==> src/rtl/weight_fetch_ctrl_if.sv <==
// Handshake and ROM-side bundle for the conv-layer weight fetch sequencer.
// The "master" modport is the sequencer; "slave" is the environment (start source, ROM, MAC array).
interface weight_fetch_ctrl_if #(
  parameter int ROM_ADDR_BITS = 16,
  parameter int KERNEL_SIZE   = 9,
  parameter int NUM_FILTERS   = 16
);
  localparam int TAP_W  = (KERNEL_SIZE > 1) ? $clog2(KERNEL_SIZE) : 1;
  localparam int FILT_W = (NUM_FILTERS > 1) ? $clog2(NUM_FILTERS) : 1;

  logic                     start;
  logic                     abort;
  logic [ROM_ADDR_BITS-1:0] base_addr;
  logic                     rom_en;
  logic [ROM_ADDR_BITS-1:0] rom_addr1;
  logic [ROM_ADDR_BITS-1:0] rom_addr2;
  logic [ROM_ADDR_BITS-1:0] rom_addr3;
  logic                     w_valid;
  logic                     w_ready;
  logic [TAP_W-1:0]         w_tap;
  logic [FILT_W-1:0]        w_filt;
  logic                     w_last;
  logic                     busy;
  logic                     done;

  modport master (
    input  start, abort, base_addr, w_ready,
    output rom_en, rom_addr1, rom_addr2, rom_addr3,
           w_valid, w_tap, w_filt, w_last, busy, done
  );

  modport slave (
    output start, abort, base_addr, w_ready,
    input  rom_en, rom_addr1, rom_addr2, rom_addr3,
           w_valid, w_tap, w_filt, w_last, busy, done
  );
endinterface

==> src/rtl/weight_fetch_ctrl.sv <==
// Walks NUM_FILTERS x KERNEL_SIZE weight ROM words from a base address and presents
// each returned triple, tagged with filter/tap, under valid/ready with full backpressure.
module weight_fetch_ctrl #(
  parameter int ROM_ADDR_BITS = 16,
  parameter int KERNEL_SIZE   = 9,
  parameter int NUM_FILTERS   = 16,
  parameter int TAP_W         = (KERNEL_SIZE > 1) ? $clog2(KERNEL_SIZE) : 1,
  parameter int FILT_W        = (NUM_FILTERS > 1) ? $clog2(NUM_FILTERS) : 1
) (
  input  logic                 clk,
  input  logic                 rst,
  weight_fetch_ctrl_if.master  bus
);

  typedef enum logic [1:0] {S_IDLE, S_FETCH, S_DRAIN, S_DONE} state_t;

  localparam logic [TAP_W-1:0]  TAP_LAST  = TAP_W'(KERNEL_SIZE - 1);
  localparam logic [FILT_W-1:0] FILT_LAST = FILT_W'(NUM_FILTERS - 1);

  state_t                   state_q, state_d;
  logic [ROM_ADDR_BITS-1:0] addr_q, addr_d;
  logic [TAP_W-1:0]         tap_cnt_q, tap_cnt_d;
  logic [FILT_W-1:0]        filt_cnt_q, filt_cnt_d;
  logic                     w_valid_q, w_valid_d;
  logic [TAP_W-1:0]         w_tap_q, w_tap_d;
  logic [FILT_W-1:0]        w_filt_q, w_filt_d;
  logic                     w_last_q, w_last_d;
  logic                     issue;
  logic                     last_issue;
  logic                     handshake;

  always_comb begin
    state_d    = state_q;
    addr_d     = addr_q;
    tap_cnt_d  = tap_cnt_q;
    filt_cnt_d = filt_cnt_q;
    w_valid_d  = w_valid_q;
    w_tap_d    = w_tap_q;
    w_filt_d   = w_filt_q;
    w_last_d   = w_last_q;
    issue      = 1'b0;
    last_issue = (tap_cnt_q == TAP_LAST) && (filt_cnt_q == FILT_LAST);
    handshake  = w_valid_q && bus.w_ready;

    case (state_q)
      S_IDLE: begin
        if (bus.start && !bus.abort) begin
          state_d    = S_FETCH;
          addr_d     = bus.base_addr;
          tap_cnt_d  = '0;
          filt_cnt_d = '0;
        end
      end
      S_FETCH: begin
        // A new read may only be issued when the presented triple is leaving or absent.
        issue = !bus.abort && (!w_valid_q || bus.w_ready);
        if (issue && last_issue) state_d = S_DRAIN;
      end
      S_DRAIN: begin
        if (handshake && w_last_q) state_d = S_DONE;
      end
      S_DONE: begin
        state_d = S_IDLE;
      end
      default: state_d = S_IDLE;
    endcase

    // The tags follow the ROM word: captured on issue, held otherwise.
    if (issue) begin
      addr_d    = addr_q + ROM_ADDR_BITS'(1);
      w_valid_d = 1'b1;
      w_tap_d   = tap_cnt_q;
      w_filt_d  = filt_cnt_q;
      w_last_d  = last_issue;
      if (tap_cnt_q == TAP_LAST) begin
        tap_cnt_d  = '0;
        filt_cnt_d = filt_cnt_q + FILT_W'(1);
      end else begin
        tap_cnt_d  = tap_cnt_q + TAP_W'(1);
      end
    end else if (handshake) begin
      w_valid_d = 1'b0;
    end

    if (bus.abort && (state_q != S_IDLE)) begin
      state_d   = S_IDLE;
      w_valid_d = 1'b0;
    end
  end

  always_ff @(posedge clk or posedge rst) begin
    if (rst) begin
      state_q    <= S_IDLE;
      addr_q     <= '0;
      tap_cnt_q  <= '0;
      filt_cnt_q <= '0;
      w_valid_q  <= 1'b0;
      w_tap_q    <= '0;
      w_filt_q   <= '0;
      w_last_q   <= 1'b0;
    end else begin
      state_q    <= state_d;
      addr_q     <= addr_d;
      tap_cnt_q  <= tap_cnt_d;
      filt_cnt_q <= filt_cnt_d;
      w_valid_q  <= w_valid_d;
      w_tap_q    <= w_tap_d;
      w_filt_q   <= w_filt_d;
      w_last_q   <= w_last_d;
    end
  end

  assign bus.rom_en    = issue;
  assign bus.rom_addr1 = addr_q;
  assign bus.rom_addr2 = addr_q;
  assign bus.rom_addr3 = addr_q;
  assign bus.w_valid   = w_valid_q;
  assign bus.w_tap     = w_tap_q;
  assign bus.w_filt    = w_filt_q;
  assign bus.w_last    = w_last_q;
  assign bus.busy      = (state_q != S_IDLE);
  assign bus.done      = (state_q == S_DONE);

endmodule

==> src/flat_wrapper.sv <==
// flat-port wrapper written by rule: the top's interface ports become plain ports
module weight_fetch_ctrl_flat 
#(
  parameter int ROM_ADDR_BITS = 16,
  parameter int KERNEL_SIZE   = 9,
  parameter int NUM_FILTERS   = 16,
  parameter int TAP_W         = (KERNEL_SIZE > 1) ? $clog2(KERNEL_SIZE) : 1,
  parameter int FILT_W        = (NUM_FILTERS > 1) ? $clog2(NUM_FILTERS) : 1
)
  (clk, rst, bus_start, bus_abort, bus_base_addr, bus_w_ready, bus_rom_en, bus_rom_addr1, bus_rom_addr2, bus_rom_addr3, bus_w_valid, bus_w_tap, bus_w_filt, bus_w_last, bus_busy, bus_done);
  weight_fetch_ctrl_if #(.ROM_ADDR_BITS(ROM_ADDR_BITS), .KERNEL_SIZE(KERNEL_SIZE), .NUM_FILTERS(NUM_FILTERS)) bus_i ();
  input  logic clk;
  input  logic rst;
  input wire logic [$bits(bus_i.start)-1:0] bus_start;
  input wire logic [$bits(bus_i.abort)-1:0] bus_abort;
  input wire logic [$bits(bus_i.base_addr)-1:0] bus_base_addr;
  input wire logic [$bits(bus_i.w_ready)-1:0] bus_w_ready;
  output wire logic [$bits(bus_i.rom_en)-1:0] bus_rom_en;
  output wire logic [$bits(bus_i.rom_addr1)-1:0] bus_rom_addr1;
  output wire logic [$bits(bus_i.rom_addr2)-1:0] bus_rom_addr2;
  output wire logic [$bits(bus_i.rom_addr3)-1:0] bus_rom_addr3;
  output wire logic [$bits(bus_i.w_valid)-1:0] bus_w_valid;
  output wire logic [$bits(bus_i.w_tap)-1:0] bus_w_tap;
  output wire logic [$bits(bus_i.w_filt)-1:0] bus_w_filt;
  output wire logic [$bits(bus_i.w_last)-1:0] bus_w_last;
  output wire logic [$bits(bus_i.busy)-1:0] bus_busy;
  output wire logic [$bits(bus_i.done)-1:0] bus_done;
  assign bus_i.start = bus_start;
  assign bus_i.abort = bus_abort;
  assign bus_i.base_addr = bus_base_addr;
  assign bus_i.w_ready = bus_w_ready;
  assign bus_rom_en = bus_i.rom_en;
  assign bus_rom_addr1 = bus_i.rom_addr1;
  assign bus_rom_addr2 = bus_i.rom_addr2;
  assign bus_rom_addr3 = bus_i.rom_addr3;
  assign bus_w_valid = bus_i.w_valid;
  assign bus_w_tap = bus_i.w_tap;
  assign bus_w_filt = bus_i.w_filt;
  assign bus_w_last = bus_i.w_last;
  assign bus_busy = bus_i.busy;
  assign bus_done = bus_i.done;
  weight_fetch_ctrl #(.ROM_ADDR_BITS(ROM_ADDR_BITS), .KERNEL_SIZE(KERNEL_SIZE), .NUM_FILTERS(NUM_FILTERS), .TAP_W(TAP_W), .FILT_W(FILT_W)) u_core (.clk(clk), .rst(rst), .bus(bus_i));
endmodule
==> config.mk <==
export PLATFORM = sky130hd
export DESIGN_NAME = weight_fetch_ctrl_flat
export DESIGN_NICKNAME = d
export VERILOG_FILES = /design/src/rtl/weight_fetch_ctrl_if.sv /design/src/rtl/weight_fetch_ctrl.sv /design/src/flat_wrapper.sv
export SDC_FILE = /design/constraint.sdc
export NUM_CORES = 1
export LEC_CHECK = 0
export ABC_AREA = 1
export BUFFER_PORTS_ARGS = -buffer_cell sky130_fd_sc_hd__clkbuf_2
export CELL_PAD_IN_SITES_DETAIL_PLACEMENT = 1
export CELL_PAD_IN_SITES_GLOBAL_PLACEMENT = 1
export CORE_ASPECT_RATIO = 1.75
export CORE_UTILIZATION = 33
export CTS_CLUSTER_DIAMETER = 30
export DETAILED_ROUTE_END_ITERATION = 7
export PLACE_DENSITY = 0.83
export SYNTH_ARGS = -nofsm -noshare
export SYNTH_HDL_FRONTEND = slang
export SYNTH_SLANG_ARGS = --single-unit
==> constraint.sdc <==
create_clock -name clk -period 1.4 [get_ports clk]
set_clock_uncertainty 0.05 [all_clocks]
set_input_delay 0.42 -clock clk [delete_from_list [all_inputs] [get_ports clk]]
set_output_delay 0.42 -clock clk [all_outputs]
set_load 0.05 [all_outputs]
# Word-level counts from Yosys, hierarchy flattened
# Cells that the tools add are included.
[classes]
addsub = 3
eq_ne = 8
n_mux = 20
reduce_logical = 17
[op_table]
columns = ["op", "count"]
rows = [
  ["2-to-1 mux 16 bit", 3],
  ["2-to-1 mux 4 bit", 8],
  ["adder 16 x 1 -> 16 bit (second input constant)", 1],
  ["!= test 3 x 1 -> 1 bit (second input constant)", 3],
  ["adder 4 x 1 -> 4 bit (second input constant)", 2],
  ["== test 4 bit (second input constant)", 2],
  ["2-to-1 mux 2 bit", 4],
  ["case mux 2 bit (4 select lines)", 1],
  ["logical AND 1 bit", 7],
  ["nonzero test 2 bit", 3],
  ["== test 2 bit (second input constant)", 2],
  ["2-to-1 mux 1 bit", 4],
  ["AND reduction 3 bit", 1],
  ["nonzero test 3 bit", 1],
  ["== test 2 x 1 -> 1 bit (second input constant)", 1],
  ["logical NOT 1 bit", 2],
  ["logical NOT 2 bit", 1],
  ["AND reduction 2 bit", 1],
  ["logical OR 1 bit", 1],
]
[totals]
input_bits = 21
wordCells = 56
reg_bits = 36
out_inout_bits = 61

# Longest topological paths before layout
[depth]
word_depth = 7
depth_mapped = 10
ltp_nobuf = 10

# Worst setup path after synthesis
# No wires, ideal clock.
[synth_path]
kind = "flip-flop to flip-flop"
from = "register u_core.addr_q[0] (netlist: u_core.bus.rom_addr1[0])"
to = "register u_core.addr_q[12] (netlist: u_core.bus.rom_addr1[12])"
stages_incl_launch_ff = 9
path_buffers = 0
path_slack_ns = -0.370
t_arrival_ns = 1.602
path_cell_list = "dfrtp_1 > ha_1 > nand3_2 > nor2_4 > nand3_1 > nand2_1 > nand3_1 > nand2_1 > nand2_1"
[synth_between]
elab_chain_len = 2
[synth_lines]
columns = ["element", "line", "text"]
rows = [
  ["start, declared", "weight_fetch_ctrl.sv:21", "logic [ROM_ADDR_BITS-1:0] addr_q, addr_d;"],
  ["start signal, assigned", "weight_fetch_ctrl.sv:103", "addr_q <= addr_d;"],
  ["adder 16 x 1 -> 16 bit", "weight_fetch_ctrl.sv:70", "addr_d = addr_q + ROM_ADDR_BITS'(1);"],
  ["2-to-1 mux 16 bit", "weight_fetch_ctrl.sv:69", "if (issue) begin"],
]
# Every way passes these cells.
# A chain may end at the register's enable or synchronous reset.

# Final worst setup path
[layout_path]
from = "register u_core.addr_q[1] (netlist: u_core.bus.rom_addr1[1])"
to = "register u_core.addr_q[10] (netlist: u_core.bus.rom_addr1[10])"
# The elaborated chain is that of the path after synthesis.

==> impl_metrics.json <==
{
  "mostFrequentLayoutCells": "81 x nand2_1, 50 x buf_4, 32 x nand3_1",
  "hold_buffers": 0,
  "final_util_pct": 60.9,
  "crit_type": "flip-flop to flip-flop",
  "stdcell_count": 528,
  "power.total_mw": 13.5,
  "fmax_mhz": 565,
  "layout.nets": 471,
  "cts_tree": "built",
  "fp-row-count": 41,
  "root_buffer": "clkbuf_16",
  "peakVddDrop_v": 0.00138,
  "dp.cells": 479,
  "final_common_cell": "nand2_1",
  "start_util_pct": 34.1,
  "finalSetupTns_ns": -8.99,
  "core_area_mm2": 0.00723,
  "avgSynthCellArea_um2": 7.71,
  "clk_path_buf_depth": 2,
  "totalWireLength_um": 11600,
  "clk_latency_ns": 0.30,
  "dr_total_vias": 2788,
  "required_ns": 1.58,
  "rsz0062_at_grt": "true",
  "final_hold_viol_count": 0,
  "drt-pass1-iter-count": 4,
  "grt_use_met3_pct": 5.08,
  "crit_fanout": 8,
  "place_hpwl_um": 5610,
  "boundaryPins": 82,
  "die_area_mm2": 0.00784,
  "met1_usage_pct": 26.0,
  "hp-class": "primary input to asynchronous set/reset pin",
  "layout_setup_ws_ns": -0.369,
  "path_clk_slew_ns": 0.07,
  "antenna_found_initial": 0,
  "h-tree-depth": 2,
  "drtIter0Drc": 152,
  "gr-usage-all-layers_pct": 28.3,
  "dp_slack_ns": -0.217,
  "syn_area_mm2": 0.00247,
  "grtUsageMet2_pct": 53.0,
  "synth.distinct_cells": 32,
  "status": "complete, but fails checks",
  "top_usage_layer": "met2",
  "numCtsBuffers": 5,
  "gp_congestion": 0.826,
  "synth_nets": 350,
  "grt_max_degree": 37,
  "cts.sinks": 36,
  "setup_viol": 75,
  "cp-end-kind": "flip-flop",
  "post_drt_via_cell_ratio": 5.28,
  "fill_cells": 786,
  "io_buffers": 81,
  "n_antenna_cell": 0,
  "leakage_nw": 2.18,
  "cp.arrival_ns": 1.95,
  "max_slew_margin_pct": 70.7,
  "die_w_um": 67.4,
  "fin_crit_ns": 1.77,
  "yosys_warnings": 0,
  "p_per_area_mw_per_mm2": 3070,
  "synth_seq_cells": 36,
  "area_growth_pct": 78.5,
  "drive_gt1_share_pct": 51.4,
  "seq_area_frac_synth_pct": 36.5,
  "final_max_slew_viol_count": 0,
  "drc": 0,
  "violations": "negative setup slack",
  "die_h_um": 116,
  "worst_slew_pin_slew_ns": 0.438,
  "timing.final.crit_share_pct": 126,
  "drt.antenna.violating_nets": 0,
  "wl_per_cell_um": 22.0,
  "cap_violations": 0,
  "grt_overflow": 0,
  "worst_setup_path_start_kind": "flip-flop",
  "grt_pass1_vias": 3107,
  "grt_pass1_wl_um": 15900,
  "postSynthCellCount": 320
}
## final cells by class
cell class              instances  area (µm²)  area share [%]
repair buffers                152        1760            40.1
inverters                      37         171            3.89
flip-flops and latches         36         923            21.0
clock buffers                   7         153            3.47
well taps                      86         108            2.44
clock inverters                 1        30.0           0.682
multi-input cells             209        1250            28.5
## Yosys cell counts, drive strengths merged
cell type / number / area (µm²)
a21oi: 5 / 25.0
a22oi: 1 / 7.51
buf: 39 / 302
dfrtp: 36 / 901
ha: 9 / 113
inv: 37 / 144
nand2: 91 / 375
nand3: 38 / 200
nand3b: 1 / 7.51
nand4: 5 / 31.3
nor2: 19 / 111
nor3: 1 / 5.00
o211ai: 2 / 15.0
o21a: 8 / 60.1
o21ai: 18 / 93.8
o22ai: 3 / 18.8
o31ai: 1 / 7.51
or2: 1 / 6.26
xnor2: 1 / 8.76
xor2: 4 / 35.0
## cells by family after synthesis
family          count (synthesis)  synth area share (%)
xor+xnor                        5                  1.77
simple gates                  156                  29.9
flops                          36                  36.5
fa+ha+maj                       9                  4.56
compound gates                 38                  9.23
buf+inv                        76                  18.1
## sequential cells by signal, summed over array words and instances, names as in the netlist
| register | cells |
|---|---|
| u_core.bus.rom_addr1 | 16 |
| u_core.bus.w_filt | 4 |
| u_core.bus.w_last | 1 |
| u_core.bus.w_tap | 4 |
| u_core.bus.w_valid | 1 |
| u_core.filt_cnt_q | 4 |
| u_core.state_q | 2 |
| u_core.tap_cnt_q | 4 |
## metrics by stage
step                hold WS [ns]  cell area, µm²
floorplan                  0.447            2580
global placement           0.413            3050
detailed placement         0.415            3050
CTS                        0.119            4160
global route               0.123            4400
finish                    0.0986            4400
## final timing paths
| path | start | endpoint | slack, ns | cells after the start |
|---|---|---|---|---|
| setup / recovery | u_core.bus.rom_addr1[1]$_DFFE_PP0P_ | u_core.bus.rom_addr1[10]$_DFFE_PP0P_ | -0.37 | 9 |
| hold / removal | rst | u_core.bus.rom_addr1[11]$_DFFE_PP0P_ | 0.1 | 3 |
| setup reg to reg | u_core.bus.rom_addr1[1]$_DFFE_PP0P_ | u_core.bus.rom_addr1[10]$_DFFE_PP0P_ | -0.37 | 9 |
| hold reg to reg | u_core.bus.w_filt[1]$_DFFE_PP0P_ | u_core.bus.w_filt[1]$_DFFE_PP0P_ | 0.43 | 2 |
| max in group asynchronous | rst | u_core.bus.rom_addr1[0]$_DFFE_PP0P_ | 0.98 | 3 |
| min in group clk | bus_base_addr[6] | u_core.bus.rom_addr1[6]$_DFFE_PP0P_ | 0.37 | 3 |
## routing by layer
layer	up-vias	share of wire, %
li1	1237	-
met2	118	55
met5	-	0
met1	1373	32
met4	0	7.6
met3	60	4.9
## worst max-delay path, cell delays in order (launching register included)
cell and delay, ns:
dfrtp_2 0.39, buf_6 0.13, ha_4 0.15, nand3_4 0.09, nor2_4 0.28, buf_6 0.14
nand4_1 0.19, nand3_1 0.14, nand2_1 0.07, nand2_1 0.06
## repair_timing
action,CTS,global route
gates resized for setup,148,59
pin swaps,6,11
hold endpoints to repair,0,0
cloned,1,0
buffers inserted,24,18
setup endpoints to repair,88,85
## where the power goes
part | internal, mW | total [mW] | switching, mW
Combinational | 4.29 | 10.1 | 5.76
Clock | 0.939 | 1.41 | 0.475
Sequential | 1.51 | 2.04 | 0.535
Total | 6.74 | 13.5 | 6.77
Power figures use the tool's default switching activity.
